===== src/rtl/time_display_pager_if.sv =====
// Bus between the time counter side and the display pager: BCD fields and
// operator controls flow in, segment drives and the page indicator flow out.
interface time_display_pager_if;
    logic       adjust;
    logic [3:0] select;
    logic       page_key;
    logic [7:0] millisecond;
    logic [6:0] second;
    logic [6:0] minute;
    logic [5:0] hour;
    logic [5:0] day;
    logic [4:0] month;
    logic [7:0] year_l;
    logic [7:0] year_h;
    logic [6:0] HEX0, HEX1, HEX2, HEX3, HEX4, HEX5, HEX6, HEX7;
    logic       page_led;

    modport master (
        output adjust, select, page_key,
        output millisecond, second, minute, hour, day, month, year_l, year_h,
        input  HEX0, HEX1, HEX2, HEX3, HEX4, HEX5, HEX6, HEX7, page_led
    );

    modport slave (
        input  adjust, select, page_key,
        input  millisecond, second, minute, hour, day, month, year_l, year_h,
        output HEX0, HEX1, HEX2, HEX3, HEX4, HEX5, HEX6, HEX7, page_led
    );
endinterface


===== src/rtl/time_display_pager.sv =====
// Filters the ripple-clocked BCD time/date fields and pages them onto the eight
// seven-segment displays, blinking the digit under adjustment. Optional macro
// TIME_PAGE_AUTO_EN adds a periodic automatic page flip while the clock runs.
module time_display_pager #(
    parameter int DEBOUNCE_CYCLES = 1_000_000,
    parameter int BLINK_HALF      = 12_500_000,
    parameter int AUTO_CYCLES     = 200_000_000
) (
    input logic                 CLOCK_50,
    input logic                 month_low_clrin,
    time_display_pager_if.slave bus
);
    localparam int DEB_W = $clog2(DEBOUNCE_CYCLES + 1);
    localparam int BLK_W = $clog2(BLINK_HALF + 1);
    localparam logic [DEB_W-1:0] DEB_LAST = DEB_W'(DEBOUNCE_CYCLES - 1);
    localparam logic [BLK_W-1:0] BLK_LAST = BLK_W'(BLINK_HALF - 1);

    typedef struct packed {
        logic [7:0] millisecond;
        logic [6:0] second;
        logic [6:0] minute;
        logic [5:0] hour;
        logic [5:0] day;
        logic [4:0] month;
        logic [7:0] year_l;
        logic [7:0] year_h;
    } fields_t;

    fields_t          s1, s2, disp;
    logic             disp_valid;
    logic             key_meta, key_sync, key_acc, key_acc_d;
    logic             key_rise;
    logic [DEB_W-1:0] deb_cnt;
    logic [BLK_W-1:0] blink_cnt;
    logic             blink_on;
    logic [3:0]       select_d;
    logic             page;
    logic [3:0]       digit [8];
    logic [6:0]       hex_r [8];

    function automatic logic [6:0] seg7(input logic [3:0] d);
        case (d)
            4'd0:    return 7'h40;
            4'd1:    return 7'h79;
            4'd2:    return 7'h24;
            4'd3:    return 7'h30;
            4'd4:    return 7'h19;
            4'd5:    return 7'h12;
            4'd6:    return 7'h02;
            4'd7:    return 7'h78;
            4'd8:    return 7'h00;
            4'd9:    return 7'h10;
            default: return 7'h7F;
        endcase
    endfunction

    // Only a snapshot seen identically on two consecutive cycles is trusted,
    // so mid-ripple counter values never reach the display.
    always_ff @(posedge CLOCK_50 or posedge month_low_clrin) begin
        if (month_low_clrin) begin
            s1         <= '0;
            s2         <= '0;
            disp       <= '0;
            disp_valid <= 1'b0;
        end else begin
            s1 <= {bus.millisecond, bus.second, bus.minute, bus.hour,
                   bus.day, bus.month, bus.year_l, bus.year_h};
            s2 <= s1;
            if (s1 == s2) begin
                disp       <= s2;
                disp_valid <= 1'b1;
            end
        end
    end

    always_ff @(posedge CLOCK_50 or posedge month_low_clrin) begin
        if (month_low_clrin) begin
            key_meta  <= 1'b0;
            key_sync  <= 1'b0;
            key_acc   <= 1'b0;
            key_acc_d <= 1'b0;
            deb_cnt   <= '0;
        end else begin
            key_meta  <= bus.page_key;
            key_sync  <= key_meta;
            key_acc_d <= key_acc;
            if (key_sync == key_acc) begin
                deb_cnt <= '0;
            end else if (deb_cnt == DEB_LAST) begin
                key_acc <= key_sync;
                deb_cnt <= '0;
            end else begin
                deb_cnt <= deb_cnt + 1'b1;
            end
        end
    end

    assign key_rise = key_acc & ~key_acc_d;

    // A new select restarts the blink in its visible phase.
    always_ff @(posedge CLOCK_50 or posedge month_low_clrin) begin
        if (month_low_clrin) begin
            blink_cnt <= '0;
            blink_on  <= 1'b1;
            select_d  <= 4'd0;
        end else begin
            select_d <= bus.select;
            if (bus.adjust || (bus.select != select_d)) begin
                blink_cnt <= '0;
                blink_on  <= 1'b1;
            end else if (blink_cnt == BLK_LAST) begin
                blink_cnt <= '0;
                blink_on  <= ~blink_on;
            end else begin
                blink_cnt <= blink_cnt + 1'b1;
            end
        end
    end

`ifdef TIME_PAGE_AUTO_EN
    localparam int AUTO_W = $clog2(AUTO_CYCLES + 1);
    localparam logic [AUTO_W-1:0] AUTO_LAST = AUTO_W'(AUTO_CYCLES - 1);
    logic [AUTO_W-1:0] auto_cnt;
    logic              auto_flip;

    always_ff @(posedge CLOCK_50 or posedge month_low_clrin) begin
        if (month_low_clrin) begin
            auto_cnt <= '0;
        end else if (!bus.adjust || key_rise || (auto_cnt == AUTO_LAST)) begin
            auto_cnt <= '0;
        end else begin
            auto_cnt <= auto_cnt + 1'b1;
        end
    end

    assign auto_flip = (auto_cnt == AUTO_LAST);
`else
    logic auto_flip;
    assign auto_flip = 1'b0;
`endif

    // Adjust mode pins the page holding the selected digit; keys are ignored then.
    always_ff @(posedge CLOCK_50 or posedge month_low_clrin) begin
        if (month_low_clrin) begin
            page <= 1'b0;
        end else if (!bus.adjust) begin
            page <= bus.select[3];
        end else if (key_rise || auto_flip) begin
            page <= ~page;
        end
    end

    always_comb begin
        if (page) begin
            digit[0] = disp.day[3:0];
            digit[1] = {2'b00, disp.day[5:4]};
            digit[2] = disp.month[3:0];
            digit[3] = {3'b000, disp.month[4]};
            digit[4] = disp.year_l[3:0];
            digit[5] = disp.year_l[7:4];
            digit[6] = disp.year_h[3:0];
            digit[7] = disp.year_h[7:4];
        end else begin
            digit[0] = disp.millisecond[3:0];
            digit[1] = disp.millisecond[7:4];
            digit[2] = disp.second[3:0];
            digit[3] = {1'b0, disp.second[6:4]};
            digit[4] = disp.minute[3:0];
            digit[5] = {1'b0, disp.minute[6:4]};
            digit[6] = disp.hour[3:0];
            digit[7] = {2'b00, disp.hour[5:4]};
        end
    end

    always_ff @(posedge CLOCK_50 or posedge month_low_clrin) begin
        if (month_low_clrin) begin
            for (int i = 0; i < 8; i++) hex_r[i] <= 7'h7F;
        end else begin
            for (int i = 0; i < 8; i++) begin
                if (!disp_valid ||
                    (!bus.adjust && !blink_on && (bus.select[2:0] == 3'(i))))
                    hex_r[i] <= 7'h7F;
                else
                    hex_r[i] <= seg7(digit[i]);
            end
        end
    end

    assign bus.HEX0     = hex_r[0];
    assign bus.HEX1     = hex_r[1];
    assign bus.HEX2     = hex_r[2];
    assign bus.HEX3     = hex_r[3];
    assign bus.HEX4     = hex_r[4];
    assign bus.HEX5     = hex_r[5];
    assign bus.HEX6     = hex_r[6];
    assign bus.HEX7     = hex_r[7];
    assign bus.page_led = page;
endmodule


===== src/flat_wrapper.sv =====
// flat-port wrapper written by rule: the top's interface ports become plain ports
module time_display_pager_flat 
#(
    parameter int DEBOUNCE_CYCLES = 1_000_000,
    parameter int BLINK_HALF      = 12_500_000,
    parameter int AUTO_CYCLES     = 200_000_000
)
  (CLOCK_50, month_low_clrin, bus_adjust, bus_select, bus_page_key, bus_millisecond, bus_second, bus_minute, bus_hour, bus_day, bus_month, bus_year_l, bus_year_h, bus_HEX0, bus_HEX1, bus_HEX2, bus_HEX3, bus_HEX4, bus_HEX5, bus_HEX6, bus_HEX7, bus_page_led);
  time_display_pager_if bus_i ();
  input logic CLOCK_50;
  input logic month_low_clrin;
  input wire logic [$bits(bus_i.adjust)-1:0] bus_adjust;
  input wire logic [$bits(bus_i.select)-1:0] bus_select;
  input wire logic [$bits(bus_i.page_key)-1:0] bus_page_key;
  input wire logic [$bits(bus_i.millisecond)-1:0] bus_millisecond;
  input wire logic [$bits(bus_i.second)-1:0] bus_second;
  input wire logic [$bits(bus_i.minute)-1:0] bus_minute;
  input wire logic [$bits(bus_i.hour)-1:0] bus_hour;
  input wire logic [$bits(bus_i.day)-1:0] bus_day;
  input wire logic [$bits(bus_i.month)-1:0] bus_month;
  input wire logic [$bits(bus_i.year_l)-1:0] bus_year_l;
  input wire logic [$bits(bus_i.year_h)-1:0] bus_year_h;
  output wire logic [$bits(bus_i.HEX0)-1:0] bus_HEX0;
  output wire logic [$bits(bus_i.HEX1)-1:0] bus_HEX1;
  output wire logic [$bits(bus_i.HEX2)-1:0] bus_HEX2;
  output wire logic [$bits(bus_i.HEX3)-1:0] bus_HEX3;
  output wire logic [$bits(bus_i.HEX4)-1:0] bus_HEX4;
  output wire logic [$bits(bus_i.HEX5)-1:0] bus_HEX5;
  output wire logic [$bits(bus_i.HEX6)-1:0] bus_HEX6;
  output wire logic [$bits(bus_i.HEX7)-1:0] bus_HEX7;
  output wire logic [$bits(bus_i.page_led)-1:0] bus_page_led;
  assign bus_i.adjust = bus_adjust;
  assign bus_i.select = bus_select;
  assign bus_i.page_key = bus_page_key;
  assign bus_i.millisecond = bus_millisecond;
  assign bus_i.second = bus_second;
  assign bus_i.minute = bus_minute;
  assign bus_i.hour = bus_hour;
  assign bus_i.day = bus_day;
  assign bus_i.month = bus_month;
  assign bus_i.year_l = bus_year_l;
  assign bus_i.year_h = bus_year_h;
  assign bus_HEX0 = bus_i.HEX0;
  assign bus_HEX1 = bus_i.HEX1;
  assign bus_HEX2 = bus_i.HEX2;
  assign bus_HEX3 = bus_i.HEX3;
  assign bus_HEX4 = bus_i.HEX4;
  assign bus_HEX5 = bus_i.HEX5;
  assign bus_HEX6 = bus_i.HEX6;
  assign bus_HEX7 = bus_i.HEX7;
  assign bus_page_led = bus_i.page_led;
  time_display_pager #(.DEBOUNCE_CYCLES(DEBOUNCE_CYCLES), .BLINK_HALF(BLINK_HALF), .AUTO_CYCLES(AUTO_CYCLES)) u_core (.CLOCK_50(CLOCK_50), .month_low_clrin(month_low_clrin), .bus(bus_i));
endmodule

===== config.mk =====
export PLATFORM = sky130hd
export DESIGN_NAME = time_display_pager_flat
export DESIGN_NICKNAME = d
export VERILOG_FILES = /design/src/rtl/time_display_pager_if.sv /design/src/rtl/time_display_pager.sv /design/src/flat_wrapper.sv
export SDC_FILE = /design/constraint.sdc
export NUM_CORES = 1
export LEC_CHECK = 0
export BUFFER_PORTS_ARGS = -buffer_cell sky130_fd_sc_hd__buf_2
export CORE_UTILIZATION = 59
export DETAILED_ROUTE_END_ITERATION = 10
export GPL_ROUTABILITY_DRIVEN = 0
export PLACE_DENSITY = 0.8
export RECOVER_POWER = 100
export SLEW_MARGIN = 20
export SYNTH_ARGS = -nofsm -noshare
export SYNTH_HDL_FRONTEND = slang
export SYNTH_SLANG_ARGS = --single-unit

===== constraint.sdc =====
create_clock -name CLOCK_50 -period 10.8 [get_ports CLOCK_50]
set_clock_uncertainty 0.1 [all_clocks]
set_input_delay 2.16 -clock CLOCK_50 [delete_from_list [all_inputs] [get_ports CLOCK_50]]
set_output_delay 2.16 -clock CLOCK_50 [all_outputs]
set_load 0.05 [all_outputs]

==> impl_results.rst, run 1 <==
.. list-table::
   :header-rows: 1

   * - Metric
     - Value
   * - Fraction of final layout cells with drive strength greater than 1
     - roughly 21%
   * - Leading post-synthesis cells by cell area
     - dfrtp_1 48%, dfstp_2 13%, xnor2_1 6.8%, mux2_2 6.3%, ha_1 4.6%
   * - Total gr overflow
     - 0
   * - Beginning of the worst hold path
     - u_core.key_meta
   * - Number of nets with antenna violations after detailed routing
     - 0
   * - Critical-path cell list
     - clkbuf_1, inv_8, clkbuf_1, buf_4
   * - Count of state elements after synthesis
     - 276
   * - Number of antenna violations at the first check in global routing
     - 0
   * - Clock root cell
     - clkbuf_16
   * - Total area of multi-input combinational cells
     - ~0.0042 mm^2
   * - Total power
     - 2.10 mW
   * - Clock tree from TritonCTS
     - built
   * - Slew margin rel.
     - -146%
   * - Count of warnings emitted by yosys
     - 0
   * - DRT Wirelength
     - 21.2 mm
   * - Area occupied by registers
     - 0.00698 mm^2
   * - Final count of pins violating max slew
     - 152
   * - Switching share of power
     - between 20% and 30%
   * - Routed vias
     - just under 7000
   * - Average size of a mapped cell
     - about 13 um^2
   * - Area overhead of the layout relative to synthesis
     - 14.3%
   * - Detail Route met3 WL
     - between 700 and 800 um
   * - Number of nets at the end of the flow
     - between 1000 and 1500
   * - Max stage delay cell, worst path
     - clkbuf_1
   * - Post-route cell area
     - 0.0130 mm^2
   * - CTS max path bufs
     - 3
   * - Via count of the first global-routing pass
     - approximately 7000
   * - Crit path kind
     - primary input to async pin
   * - Number of post-CTS setup repair buffers
     - 0
   * - Reported max-cap violation count
     - 3
   * - Total DRC errors in the routed layout
     - 0
   * - Area share of the largest cell type after synthesis
     - 48.1%
   * - Row count
     - 50
   * - Worst Setup End Kind
     - async pin
   * - Launch point of the worst reg-to-reg path
     - u_core.bus.page_led
   * - FMAX
     - 158 MHz
   * - Insertion delay to the later sink of the worst-skew pair
     - around 540 ps
   * - 1st-pass router iterations
     - 5
   * - Max VDD drop
     - 115 uV
   * - Clock input transition at the sequential cells of the worst setup and hold paths
     - 60 ps
   * - Time the final worst path needs with I/O delays and setup
     - 6320 ps
   * - Met2 wire length
     - 9.98 mm
   * - Effective utilization at floorplan
     - between 60% and 70%
   * - Number of filler cells placed in the layout
     - ~1400
   * - Min-delay worst type
     - register to register
   * - Wire length of the first global-routing pass
     - 34.8 mm
   * - Die Width
     - approximately 140 um
   * - Count of buffers from port buffering
     - approximately 120
   * - Synth Flop Type
     - dfrtp_1
   * - Resized cells post-CTS
     - 0
   * - Core utilization of the finished layout
     - 69.2%
   * - Cell mode on critical path
     - clkbuf_1
   * - Number of cells in the design after placement
     - between 1000 and 1500
   * - Static leakage power
     - about 5.8 nW
   * - Synth area leader
     - dfrtp_1
   * - Number of library cell types mapped by synthesis
     - 52
   * - Startpoint type of the worst setup path
     - primary input
   * - Area inside the core boundary
     - 0.0188 mm^2
   * - I/O pin count
     - between 100 and 150
   * - Total clock buffers created by CTS
     - 27
   * - Post-route clock period utilization
     - around 60%
   * - Setup TNS
     - 0 ps
   * - Height of the die
     - ~140 um
   * - Share of the yosys chip area belonging to registers
     - 61.2%
   * - Combined area of all synthesized cells
     - 0.0114 mm^2
   * - Final setup violating endpoints
     - 0
   * - Number of violations reported at the end of detailed-routing iteration 0
     - 365
   * - Data required time at the worst endpoint
     - between 10000 and 15000 ps
   * - Overall global routing resource usage
     - roughly 22%
   * - Quantity of hold-fixing buffers added after cts
     - 0
   * - Post-Layout Cell Count
     - 1320
   * - Arr. time, crit path
     - ~6700 ps
   * - Average wire length per cell after detail routing
     - 16.1 um
   * - Result of the run
     - finished with violations
   * - Syn Inst Count
     - slightly above 900
   * - EDFF count, synth
     - 0
   * - Power per unit of standard cell area
     - between 150 and 200 mW/mm^2
   * - Combinational share of power
     - under 10%
   * - Commonest non-fill, non-tap cells in the layout
     - 218 x dfrtp_1, 88 x xnor2_1, 84 x clkbuf_1, 81 x nand2_1, 69 x nor2_1
   * - RSZ-0062 raised after global routing
     - no
   * - Max H-tree Level
     - 1
   * - Antenna Cells
     - 0
   * - Half-perimeter wire length of the detailed placement result
     - about 14 mm
   * - Failing checks
     - max-capacitance violations, max-slew violations
   * - Part of the power in the clock network
     - between 40 and 50%
   * - Max stage delay on crit path
     - between 2000 and 3000 ps
   * - Share of flip-flops with an asynchronous set or reset
     - between 90% and 100%
   * - Critical Path Fanout Max
     - ~130
   * - WL met1
     - 9.82 mm
   * - Part of the total power dissipated in sequential elements
     - 51.4%
   * - Design internal power
     - roughly 1.6 mW
   * - CP startpoint
     - month_low_clrin
   * - Final hold viol count
     - 0
   * - Area enclosed by the die boundary
     - roughly 0.02 mm^2
   * - Post-Synthesis Net Count
     - ~1000
   * - Number of vias per cell
     - between 5 and 6
   * - Switching power
     - about 0.46 mW
   * - Clk sinks
     - between 200 and 300
   * - Pin count of the biggest net entering global routing
     - roughly 130
   * - Most common cell after layout, fill and taps aside
     - dfrtp_1
   * - Cell Area, Placed
     - 0.0122 mm^2
   * - Top Layer Used
     - met4
   * - Worst slew pin tran
     - 3690 ps
==> state kept, by name (all words and copies together) (netlist names), 4 cells and up <==
name and cells:
u_core.disp 55, u_core.bus.HEX3 7, u_core.bus.HEX4 7, u_core.select_d 4, u_core.bus.HEX1 7, u_core.bus.HEX2 7
u_core.deb_cnt 20, u_core.s2 55, u_core.bus.HEX7 7, u_core.s1 55, u_core.bus.HEX6 7, u_core.blink_cnt 24
u_core.bus.HEX0 7, u_core.bus.HEX5 7
==> per-layer routing <==
layer / GRT usage [%] / vias up
met3: 3.06 / 45
met4: 7.44 / 0
met1: 30.8 / 3401
met2: 36.4 / 165
li1: - / 3326
met5: 0 / -
==> logic make-up after synthesis <==
logic type | after synthesis | share of synthesized area, %
xor gates and xnor gates | 104 | 7.99
AOI/OAI and AO/OA | 79 | 4.17
adders and majority gates | 42 | 4.61
and+or+nand+nor | 261 | 11.2
DFF | 276 | 61.2
muxes | 91 | 8.69
buffers and inverters | 56 | 2.21
==> stage by stage <==
step | hold slack, ps | setup slack [ps]
2_1_floorplan | 231 | 1030
3_3_place_gp | 235 | 5850
3_5_place_dp | 239 | 5830
4_1_cts | 252 | 6420
5_1_grt | 262 | 3380
6_report | 248 | 4480
==> worst max-delay path: cells and delay by family <==
kind | cells | cell delay, ps
buffers and inverters | 4 | 4410
==> synthesized netlist by cell type, drive strengths merged, types with 3 or more instances <==
master,number
dfrtp,219
xnor2,88
nand2,81
nor2,69
mux2,64
dfstp,57
ha,42
inv,33
o21ai,32
mux2i,27
nand3,26
nand4,22
a21oi,19
xor2,16
buf,11
clkbuf,11
nor2b,11
nor3,10
and3,9
nor4,8
a21o,5
and2,5
and4,4
o211ai,4
o31a,4
nand2b,3
nor4b,3
o21a,3
o22ai,3
or4,3
==> cell type report <==
class	count	area share (%)
Multi-Input combinational cell	577	32.0
Tap cell	260	2.50
Clock inverter	13	1.06
Sequential cell	276	53.5
Inverter	33	1.01
Clock buffer	37	5.93
Timing Repair Buffer	124	4.01
==> power groups by stage <==
| stage | sequential (mW) | combinational, mW | clock (mW) |
|---|---|---|---|
| global route | 1.08 | 0.0851 | 1.00 |
| CTS | 1.08 | 0.0776 | 0.959 |
| floorplan | 1.09 | 0.0494 | 0 |
| detailed placement | 1.10 | 0.0770 | 0 |
| global placement | 1.09 | 0.0761 | 0 |
| finish | 1.08 | 0.0757 | 0.943 |
==> final timing paths <==
check	endpoint	slack, ps	cells after the start
min in group asynchronous	u_core.s1[11]	1720	2
min	u_core.key_sync	250	0
max	u_core.bus.page_led	4480	4
max reg2reg	u_core.bus.HEX5[4]	6350	7
max in group CLOCK_50	u_core.bus.HEX5[4]	6350	7
min reg2reg	u_core.key_sync	250	0
Note: power is estimated with default switching activity, not from simulation.
==> run 2, diff against run 1 <==
clock period = 6.2 ns   (was 10.8 ns; I/O delays follow)
==> run 2 against run 1 <==
Against the previous run: the run still ends with max-capacitance violations, max-slew violations left; die area did not move; first-iteration DRC count fell by 18%; sequential share of layout area fell by 0.39 points; cell count rose by 0.23%; sequential cell count did not move; register-to-register slack got worse by 4300 ps; utilization rose by 0.49 points; critical path depth rose by 3; critical path type is now register to register; critical endpoint is now u_core.bus.HEX0[4]; highest routed layer unchanged.
==> impl_results.rst, run 2 (synthesis results as in run 1) <==
.. list-table::
   :header-rows: 1

   * - Metric
     - Value
   * - DRT Wirelength
     - 21.6 mm (+1.9%)
   * - Antenna Cells
     - 0 (unchanged)
   * - 1st-pass router iterations
     - 4 (-1)
   * - CTS max path bufs
     - 3 (unchanged)
   * - Number of nets with antenna violations after detailed routing
     - 0 (unchanged)
   * - Most crowded layer after global routing
     - met2
   * - Clock tree from TritonCTS
     - built
   * - Data required time at the worst endpoint
     - 6580 ps (-4600 ps)
   * - Area overhead of the layout relative to synthesis
     - 15.1%
   * - Startpoint type of the worst setup path
     - register
   * - Row count
     - 50 (unchanged)
   * - Time the final worst path needs with I/O delays and setup
     - between 4000 and 5000 ps
   * - Global Route met2 Usage
     - 37.3% (+0.89 points)
   * - Result of the run
     - finished with violations
   * - CP startpoint
     - u_core.bus.page_led
   * - Final setup violating endpoints
     - 0 (unchanged)
   * - Max stage delay cell, worst path
     - clkbuf_1
   * - Total power
     - 3.78 mW (+80%)
   * - Number of post-CTS setup repair buffers
     - 0 (unchanged)
   * - Die Width
     - 141 um (unchanged)
   * - Wire length of the first global-routing pass
     - 35.7 mm (+2.6%)
   * - Quantity of hold-fixing buffers added after cts
     - 0 (unchanged)
   * - Critical Path Fanout Max
     - 35 (-72%)
   * - Overall global routing resource usage
     - 23.0% (+0.81 points)
   * - Pin count of the biggest net entering global routing
     - 164 (+30%)
   * - Number of filler cells placed in the layout
     - 1321 (-2.6%)
   * - Clock root cell
     - clkbuf_16
   * - Clock input transition at the sequential cells of the worst setup and hold paths
     - 60 ps (about the same)
   * - RSZ-0062 raised after global routing
     - no
   * - Setup TNS
     - 0 ps (unchanged)
   * - FMAX
     - 242 MHz
   * - Static leakage power
     - 5.84 nW (+0.70%)
   * - Total clock buffers created by CTS
     - 28 (+3.7%)
   * - Max stage delay on crit path
     - 1620 ps (-1030 ps)
   * - Number of cells on the worst hold path
     - 0 (unchanged)
   * - Number of violations reported at the end of detailed-routing iteration 0
     - 299 (-18%)
   * - Met3 usage in global routing
     - 3.40% (+0.34 points)
   * - Resized cells post-CTS
     - 0 (unchanged)
   * - Total DRC errors in the routed layout
     - 0 (unchanged)
   * - Max H-tree Level
     - 1 (unchanged)
   * - Final setup margin
     - 2060 ps (-2420 ps)
   * - Number of cells in the design after placement
     - 1271 (+0.079%)
   * - Number of nets at the end of the flow
     - 1146 (+0.17%)
   * - Worst Setup End Kind
     - register
   * - Area enclosed by the die boundary
     - 0.0199 mm^2 (unchanged)
   * - Launch point of the worst reg-to-reg path
     - u_core.bus.page_led
   * - Height of the die
     - 141 um (unchanged)
   * - Number of vias per cell
     - 5.26 (about the same)
   * - Arr. time, crit path
     - 4520 ps (-2180 ps)
   * - Routed vias
     - 6956 (+0.27%)
   * - Critical-path cell list
     - clkbuf_1, mux2i_1, ha_1, mux2_2, nand2_1, o21ai_0, nand2_1
   * - Cell mode on critical path
     - nand2_1
   * - Clk sinks
     - 276 (unchanged)
   * - Failing checks
     - max-capacitance violations, max-slew violations
   * - Power per unit of standard cell area
     - 288 mW/mm^2 (+79%)
   * - Average wire length per cell after detail routing
     - 16.3 um (+1.7%)
   * - Post-route clock period utilization
     - about two thirds
   * - Hold slack final
     - 257 ps (+8.19 ps)
   * - Reg2reg path depth
     - 7 (unchanged)
   * - Final hold viol count
     - 0 (unchanged)
   * - Post-Layout Cell Count
     - 1323 (+0.23%)
   * - Commonest non-fill, non-tap cells in the layout
     - 219 x dfrtp_1, 88 x xnor2_1, 81 x nand2_1, 81 x clkbuf_1, 69 x nor2_1
   * - Largest registers
     - u_core.disp: 55 flops, u_core.s1: 55 flops, u_core.s2: 55 flops
   * - Min-delay worst type
     - register to register
   * - I/O pin count
     - 120 (unchanged)
   * - Reported max-cap violation count
     - 3 (unchanged)
   * - Met1 usage
     - 32.8% (+2.0 points)
   * - Beginning of the worst hold path
     - u_core.key_meta
   * - Slew margin rel.
     - -99.9% (+46 points)
   * - Fraction of final layout cells with drive strength greater than 1
     - 20.8% (+0.035 points)
   * - Final count of pins violating max slew
     - 151 (-0.66%)
   * - Number of antenna violations at the first check in global routing
     - 0 (unchanged)
   * - Most common cell after layout, fill and taps aside
     - dfrtp_1
   * - Worst slew pin tran
     - 3000 ps (-689 ps)
   * - Pre-CTS setup slack
     - 3340 ps (-2490 ps)
   * - Total gr overflow
     - 0 (unchanged)
   * - Max VDD drop
     - 251 uV (+120%)
   * - Insertion delay to the later sink of the worst-skew pair
     - 540 ps (about the same)
   * - Via count of the first global-routing pass
     - 6934 (-0.69%)
   * - Half-perimeter wire length of the detailed placement result
     - 14.9 mm (+3.8%)
   * - Count of buffers from port buffering
     - 119 (unchanged)
   * - Area inside the core boundary
     - 0.0188 mm^2 (unchanged)
   * - Effective utilization at floorplan
     - 60.6% (unchanged)
   * - Crit path kind
     - register to register
-- run 2: changes by cell type in the layout (fill, tap and decap cells not counted), moves of 2 or more --
cell | before | now
clkinvlp_4 | 3 | 5
clkinv_2 | 7 | 4
mux2_1 | 0 | 2
mux2_2 | 64 | 62
bufinv_16 | 2 | 4
clkbuf_1 | 84 | 81
-- run 2: worst paths after layout --
| check | to | slack [ps] |
|---|---|---|
| worst max register to register | u_core.bus.HEX0[4] | 2060 |
| min in group asynchronous | u_core.disp[34] | 880 |
| worst max-delay path | u_core.bus.HEX0[4] | 2060 |
| worst min register to register | u_core.key_sync | 260 |
| worst min-delay path | u_core.key_sync | 260 |
| max in group asynchronous | u_core.deb_cnt[9] | 2430 |
-- run 2: power by group --
group,internal (mW),switching [mW],total (mW)
registers,1.84,0.0361,1.88
logic,0.0506,0.0774,0.128
clock network,1.08,0.693,1.77
total,2.97,0.807,3.78
-- run 2: worst max-delay path: cells and delay by family, from the launching register on --
family / cells / cell delay [ps]
buffers and inverters: 1 / 1620
multiplexers: 2 / 960
flip-flops: 1 / 710
adder cells (fa/ha/maj): 1 / 420
AND/OR/NAND/NOR: 2 / 170
AO/OA/AOI/OAI: 1 / 90
-- run 2: area by class of cell --
cell class	instances	area (um^2)	share of cell area, %
Inverter	33	125	0.953
Clock inverter	17	223	1.70
Multi-Input combinational cell	577	4150	31.6
Timing Repair Buffer	125	541	4.12
Sequential cell	276	6980	53.1
Tap cell	260	325	2.48
Clock buffer	35	787	5.99
-- run 2: metrics by stage --
step | cell area (um^2) | utilization (%)
after floorplan | 11400 | -
after global placement | 12300 | 65.1
after detailed placement | 12300 | 65.1
after CTS | 13300 | 70.5
after global routing | 13100 | 69.7
final | 13100 | 69.7
-- run 2: layer usage --
metal / wire length, um / share of wire (%)
met3: 884 / 4.1
met1: 10100 / 47
met5: 0 / 0
met4: 325 / 1.5
met2: 10300 / 48
